--- src/rtl/quad_encoder_decoder.sv ---
// quad_encoder_decoder: 2-FF synchronised, glitch-filtered X4 quadrature decoder with wrapping position count.
// Define QDEC_VELOCITY_EN to add the windowed, saturating velocity sampler.
module quad_encoder_decoder #(
   parameter int POS_W    = 16,
   parameter int FILT_LEN = 4,
   parameter int VEL_W    = 12,
   parameter int VEL_WIN  = 1000
) (
   input  logic             clk,
   input  logic             rst,
   input  logic             enc_a,
   input  logic             enc_b,
   input  logic             clr_pos,
   output logic [POS_W-1:0] pos,
   output logic             dir,
   output logic             step,
   output logic             err,
   output logic [VEL_W-1:0] vel,
   output logic             vel_valid
);
   localparam int FCNT_W = (FILT_LEN > 1) ? $clog2(FILT_LEN) : 1;
   localparam logic [FCNT_W-1:0] FCNT_LAST = FCNT_W'(FILT_LEN - 1);

   // Channel vectors are packed as {A, B}
   logic [1:0]              sync1_q, sync1_d;
   logic [1:0]              sync2_q, sync2_d;
   logic [1:0]              filt_q, filt_d;
   logic [1:0]              prev_q, prev_d;
   logic [1:0][FCNT_W-1:0]  fcnt_q, fcnt_d;
   logic [POS_W-1:0]        pos_q, pos_d;
   logic                    dir_q, dir_d;
   logic                    step_q, step_d;
   logic                    err_q, err_d;
   logic                    fwd, rev, illegal;

   always_comb begin
      sync1_d = {enc_a, enc_b};
      sync2_d = sync1_q;
      filt_d  = filt_q;
      fcnt_d  = fcnt_q;
      prev_d  = filt_q;
      // A channel must sit away from its filtered level FILT_LEN cycles running before it is accepted
      for (int i = 0; i < 2; i++) begin
         if (sync2_q[i] == filt_q[i]) begin
            fcnt_d[i] = '0;
         end else if (fcnt_q[i] == FCNT_LAST) begin
            filt_d[i] = sync2_q[i];
            fcnt_d[i] = '0;
         end else begin
            fcnt_d[i] = fcnt_q[i] + FCNT_W'(1);
         end
      end
   end

   always_comb begin
      fwd     = 1'b0;
      rev     = 1'b0;
      illegal = 1'b0;
      case ({prev_q, filt_q})
         4'b00_10, 4'b10_11, 4'b11_01, 4'b01_00: fwd     = 1'b1;
         4'b00_01, 4'b01_11, 4'b11_10, 4'b10_00: rev     = 1'b1;
         4'b00_11, 4'b11_00, 4'b01_10, 4'b10_01: illegal = 1'b1;
         default: ;
      endcase

      step_d = fwd | rev;
      dir_d  = dir_q;
      pos_d  = pos_q;
      err_d  = err_q | illegal;
      if (fwd) begin
         dir_d = 1'b1;
         pos_d = pos_q + POS_W'(1);
      end else if (rev) begin
         dir_d = 1'b0;
         pos_d = pos_q - POS_W'(1);
      end
      // Clear wins over the count but the step strobe and direction still report the motion
      if (clr_pos) begin
         pos_d = '0;
         err_d = 1'b0;
      end
   end

   always_ff @(posedge clk) begin
      if (rst) begin
         sync1_q <= 2'b00;
         sync2_q <= 2'b00;
         filt_q  <= 2'b00;
         prev_q  <= 2'b00;
         fcnt_q  <= '0;
         pos_q   <= '0;
         dir_q   <= 1'b0;
         step_q  <= 1'b0;
         err_q   <= 1'b0;
      end else begin
         sync1_q <= sync1_d;
         sync2_q <= sync2_d;
         filt_q  <= filt_d;
         prev_q  <= prev_d;
         fcnt_q  <= fcnt_d;
         pos_q   <= pos_d;
         dir_q   <= dir_d;
         step_q  <= step_d;
         err_q   <= err_d;
      end
   end

   assign pos  = pos_q;
   assign dir  = dir_q;
   assign step = step_q;
   assign err  = err_q;

`ifdef QDEC_VELOCITY_EN
   localparam int WIN_W  = (VEL_WIN > 2) ? $clog2(VEL_WIN) : 1;
   localparam int ACC_W0 = $clog2(VEL_WIN + 1) + 1;
   localparam int ACC_W  = (ACC_W0 > VEL_W) ? ACC_W0 : VEL_W + 1;
   localparam logic signed [ACC_W-1:0] VEL_MAX = ACC_W'((1 << (VEL_W - 1)) - 1);
   localparam logic signed [ACC_W-1:0] VEL_MIN = ACC_W'(-(1 << (VEL_W - 1)));
   localparam logic [WIN_W-1:0]        WIN_LAST = WIN_W'(VEL_WIN - 1);

   logic [WIN_W-1:0]        win_q, win_d;
   logic signed [ACC_W-1:0] acc_q, acc_d, step_inc;
   logic [VEL_W-1:0]        vel_q, vel_d;
   logic                    vel_valid_q, vel_valid_d;

   always_comb begin
      if (fwd)      step_inc = ACC_W'(1);
      else if (rev) step_inc = '1;
      else          step_inc = '0;

      win_d       = win_q + WIN_W'(1);
      acc_d       = acc_q + step_inc;
      vel_d       = vel_q;
      vel_valid_d = 1'b0;
      // Window boundary: publish the saturated sum; a step decoded now opens the next window
      if (win_q == WIN_LAST) begin
         win_d       = '0;
         acc_d       = step_inc;
         vel_valid_d = 1'b1;
         if (acc_q > VEL_MAX)      vel_d = VEL_MAX[VEL_W-1:0];
         else if (acc_q < VEL_MIN) vel_d = VEL_MIN[VEL_W-1:0];
         else                      vel_d = acc_q[VEL_W-1:0];
      end
   end

   always_ff @(posedge clk) begin
      if (rst) begin
         win_q       <= '0;
         acc_q       <= '0;
         vel_q       <= '0;
         vel_valid_q <= 1'b0;
      end else begin
         win_q       <= win_d;
         acc_q       <= acc_d;
         vel_q       <= vel_d;
         vel_valid_q <= vel_valid_d;
      end
   end

   assign vel       = vel_q;
   assign vel_valid = vel_valid_q;
`else
   assign vel       = '0;
   assign vel_valid = 1'b0;
`endif

endmodule

--- config.mk ---
export PLATFORM = sky130hd
export DESIGN_NAME = quad_encoder_decoder
export DESIGN_NICKNAME = d
export VERILOG_FILES = /design/src/rtl/quad_encoder_decoder.sv
export SDC_FILE = /design/constraint.sdc
export NUM_CORES = 1
export LEC_CHECK = 0
export ABC_AREA = 1
export BUFFER_PORTS_ARGS = -buffer_cell sky130_fd_sc_hd__buf_2
export CAP_MARGIN = 20
export CORE_MARGIN = 3
export CORE_UTILIZATION = 50
export CTS_CLUSTER_SIZE = 30
export DETAILED_ROUTE_END_ITERATION = 10
export GPL_TIMING_DRIVEN = 0
export PLACE_DENSITY = 0.75
export SLEW_MARGIN = 10
export SYNTH_ARGS = -nofsm -noshare
export SYNTH_HDL_FRONTEND = slang
export SYNTH_SLANG_ARGS = --single-unit
--- constraint.sdc ---
create_clock -name clk -period 2.2 [get_ports clk]
set_input_delay 0.44 -clock clk [delete_from_list [all_inputs] [get_ports clk]]
set_output_delay 0.44 -clock clk [all_outputs]
set_load 0.03 [all_outputs]
After elaboration in Yosys (flattened, before gate mapping)
Index checks and enable logic that the tools add are counted.
Storage, ports and cells
  bits in registers: 31
  input port bits: 5
  output and inout port bits: 32
  logic and storage cells: 51
Cells by class
  add/sub/neg operators: 4
  equality and inequality tests: 16
  multiplexer cells: 7
  bitwise operators: 4
  reduce and logical (&&, ||, !) cells: 9
Operator list (count)
  $mux 16: 2
  $eq 4x4->1 const B: 6
  $add 16x1->16 const B: 1
  $sub 16x1->16 const B: 1
  $eq 4x3->1 const B: 3
  $reduce_or 4->1: 3
  $eq 4x2->1 const B: 2
  $reduce_or 3->1: 2
  $mux 1: 5
  $add 2x1->2 const B: 2
  $eq 2x2->1 const B: 2
  $eq 4x1->1 const B: 1
  $reduce_and 2->1: 2
  $eq 1x1->1: 2
  $not 1->1: 2
  $or 1x1->1: 2
  $reduce_bool 2->1: 1
  $reduce_or 2->1: 1

Logic depth before layout (Yosys ltp)
  word-level depth: 5
  gate-level depth with buffers: 15
  mapped depth without buffers: 15

Least setup slack after synthesis
OpenSTA, ideal clock, no wires.
  path kind: flip-flop to flip-flop
  from: register filt_q[0]
  to: register pos_q[13] (netlist: pos[13])
  arrival time: 2.088 ns
  required time: 2.091 ns
  setup slack: 0.003 ns
  stages on the path, launching flop included: 14
  buffers on the path: 1
  clock period less this slack: 2.197 ns
  cell sequence: dfxtp_1 -> buf_2 -> xnor2_1 -> nand2_1 -> ha_1 -> or2_2 -> nand3b_1 -> nand2_1 -> nand2_1 -> nand2_1 -> nand2_1 -> nand3_1 -> nand2_1 -> inv_1
On the way
  longest elaborated chain between the ends: 4
  elaborated cells between the ends (all ways): 14
  those cells by class: 8 x eq/ne; 3 x mux; 3 x reduce/logical
Ends and longest elaborated chain
  from (decl): line 27  | logic [1:0] filt_q, filt_d;
  from (signal assigned): line 98  | filt_q <= filt_d;
  $eq 4x2->1 (tied with other cells): line 59  | case ({prev_q, filt_q})
  $reduce_or 4->1: line 59
  $mux 1: line 59
  $mux 16 or $reduce_bool 2->1 (tied branches)
  to (signal assigned): line 101  | pos_q <= pos_d;
  to (decl): line 30  | logic [POS_W-1:0] pos_q, pos_d;
Parallel ways exist; a longest one is shown, timed or not.
A chain may end at the register's enable or synchronous reset.

Final worst setup path
  from: register filt_q[1]
  to: register pos_q[15] (netlist: pos[15])
The elaborated chain is that of the path after synthesis.

==> results by group <==
Synthesis
  – Dominant cell type by area after synthesis: dfxtp_1
  – Netlist cell types: 25
  – Area share of the largest cell type after synthesis: 0.2821
  – Syn Area/Cell: approximately 6.2 um^2
  – Register area share after synthesis: 0.2821
  – Gate Count Post-Synth: ~350
  – Cell area after synthesis: between 2000 and 2500 um^2
  – Flops & latches, synth: 31
  – EDFF count, synth: 0
  – Synth top area cells: dfxtp_1 28%, nand2_1 17%, inv_1 12%, ha_1 9.1%, nor2_1 7.8%
  – Ys async rst share: 0
  – Warnings from Yosys: 0
  – Synth Flop Type: dfxtp_1

Cells and area
  – Share of cells above drive strength 1: 0.2153
  – Most common cell after layout, fill and taps aside: nand2_1
  – Final instance area: 2809 um^2
  – NumNets Final: about 430
  – Most frequent cells in the layout: 93 x nand2_1, 67 x inv_1, 46 x nor2_1
  – Antenna cell count: 0
  – P&R area growth vs syn: 27.70%

Power
  – Seq pwr share: 0.510
  – Combinational share of power: 0.068
  – Int Power: 0.8068 mW
  – Psw: 0.2971 mW
  – Tot Pwr: 1.104 mW
  – Cell Pwr Density: 393.0 nW/um^2
  – Sw Share: 0.2691
  – Clk network pwr share: 0.422
  – Max IR drop VDD: 0.0004349 V
  – Pleak: 1.573 nW

Timing
  – Final Hold Viols: 0
  – Setup TNS Final: 0 ps
  – Crit share post-route: 0.9468
  – Final min period: around 2100 ps
  – Endpoints failing setup: 0
  – Fmax: 0.4801 GHz
  – Setup ws final: 117.0 ps
  – Setup Skew: roughly 13 ps
  – WHS: between 300 and 400 ps
  – Max Transition Viols Final: 0
  – Worst-Margin Slew: 601.1 ps
  – Slew HR: 0.5964

Routing
  – Routed wire per std cell: about 11 um
  – DR vias: around 2100
  – First-pass DRT Iterations: 4
  – DR vias/cell: 4.733
  – Residual DRC: 0
  – Detail Route Antenna Nets: 0
  – Drt first-iter violations: 85
  – Total wire length: around 5200 um

Clock tree
  – Clock Tree Root: clkbuf_8
  – Number of clock sinks: 31
  – Clock latency on the worst-skew pair: 300 ps
  – Num CTS Buffers: 5
  – Hold buffer count at cts: 0
  – CTS HTree Levels: 2
  – Clock buffer depth: 2
  – Clock Pin Slew Worst Setup and Hold Paths: 80 ps
  – Clock tree from TritonCTS: yes

Floorplan
  – Starting Density: 0.5345
  – I/O Pins: 37
  – Die Wd: 72.33 um
  – Chip height: approximately 72 um
  – Core Box Area: 4115 um^2
  – Full die area: about 5200 um^2
  – # rows: 23

GRT
  – Largest net degree at the start of global routing: 18
  – Total global routing overflow: 0
  – M2 GR Usage: 0.3367
  – GR Util met1: 0.2351
  – GR Util met3: 0.04571
  – GR peak layer: met2
  – All-Layer GR Usage: 0.1967
  – Global-route wire length before repair: 8045 um
  – Initial antenna violation count: 0
  – Vias in the first global route: 1863

Worst setup path
  – CP required: 2390 ps
  – CP Capture Type: flip-flop
  – Worst path most repeated cell: nand2_1
  – Slowest CP cell: ha_2
  – Crit path kind: reg2reg
  – Element type at the critical path start: flip-flop
  – Largest stage delay on the critical path: 390 ps
  – Crit path cell chain: inv_4, nand2_1, nand2_4, nand2_8, ha_2, nand2_1, inv_1, nand2_1, nor3_1, nand2_1, nand3_1, nand3_1, nand2_1, inv_1
  – Worst-path maximum fanout: 8
  – CP Data Arrival Time: roughly 2300 ps

Placed design
  – Global placement routability congestion: approximately 0.86
  – Final HPWL DP: between 3000 and 4000 um
  – Total placed instance area: roughly 2400 um^2
  – Pre-CTS WS: -424.1 ps
  – PortBufs: 23

Job
  – Max-cap check violation count: 0

Worst hold path
  – Hold WC Path Type: in2reg

Run status
  – Status: finished clean
==> routing by layer <==
layer / up-vias / share of wire
met4: 0 / 0.026
met2: 39 / 0.50
met1: 952 / 0.43
li1: 1148 / -
met3: 10 / 0.045
met5: - / 0
==> Yosys cell counts, types with 3 or more instances <==
library cell / instances
nand2_1: 99
inv_1: 69
nor2_1: 46
dfxtp_1: 31
nand3_1: 25
a21oi_1: 18
ha_1: 16
buf_4: 13
o21ai_0: 6
xnor2_1: 4
nand4_1: 3
nor3_1: 3
==> timing repair <==
action,CTS,global route
setup endpoints to repair,14,11
endpoints found under the hold margin,0,0
resized for setup,5,36
pin swaps,1,6
buffers inserted,1,8
gates cloned,0,1
==> path summary, 6_finish.rpt <==
path	from	endpoint	slack, ps	cells after the start
max	filt_q[1]	pos[15]	120	14
max reg2reg	filt_q[1]	pos[15]	120	14
min	enc_a	sync1_q[1]	350	3
min reg2reg	sync1_q[1]	sync2_q[1]	410	2
==> state kept, by name, summed over array words and instances, names as in the netlist <==
signal and count:
dir 1, err 1, fcnt_q 4, filt_q 2, pos 16, prev_q 2
step 1, sync1_q 2, sync2_q 2
==> per-stage QoR <==
| step | cells | util |
|---|---|---|
| after floorplan | 364 | - |
| after global placement | 437 | 0.5886 |
| after detailed placement | 437 | 0.5886 |
| after CTS | 446 | 0.6151 |
| after global routing | 454 | 0.6826 |
| final | 454 | 0.6826 |
==> final cells by class <==
class                      instances  area (um^2)
clock inverter                     2        12.51
timing repair buffer              32        202.7
sequential                        31        635.6
fill                             379         1306
tap                               50        62.56
buffer                            17        127.6
multi-input combinational        247         1434
inverter                          69        261.5
clock buffer                       6        72.57
==> power groups by stage <==
stage               logic [mW]  registers, mW  clock network, mW
floorplan               0.0638          0.580                  0
global placement        0.0728          0.580                  0
detailed placement      0.0732          0.581                  0
CTS                     0.0735          0.568              0.471
global route            0.0826          0.563              0.493
finish                  0.0751          0.563              0.466
==> cell families (layout without fill, tap and decap cells) <==
| family | after synthesis | after routing | synth area share |
|---|---|---|---|
| AND/OR/NAND/NOR | 182 | 183 | 0.3379 |
| buffers and inverters | 87 | 126 | 0.1780 |
| XOR/XNOR | 7 | 7 | 0.03470 |
| flip-flops | 31 | 31 | 0.2821 |
| AO/OA/AOI/OAI | 27 | 27 | 0.06542 |
| other | 1 | 13 | 0.001705 |
| adder cells (fa/ha/maj) | 17 | 17 | 0.1001 |
==> worst max-delay path, delay by kind of cell (launching register included) <==
family / cells / cell delay (ps)
simple gates: 10 / 990
fa+ha+maj: 1 / 390
flops: 1 / 370
buf+inv: 3 / 210
Note: power is estimated with default switching activity, not from simulation.
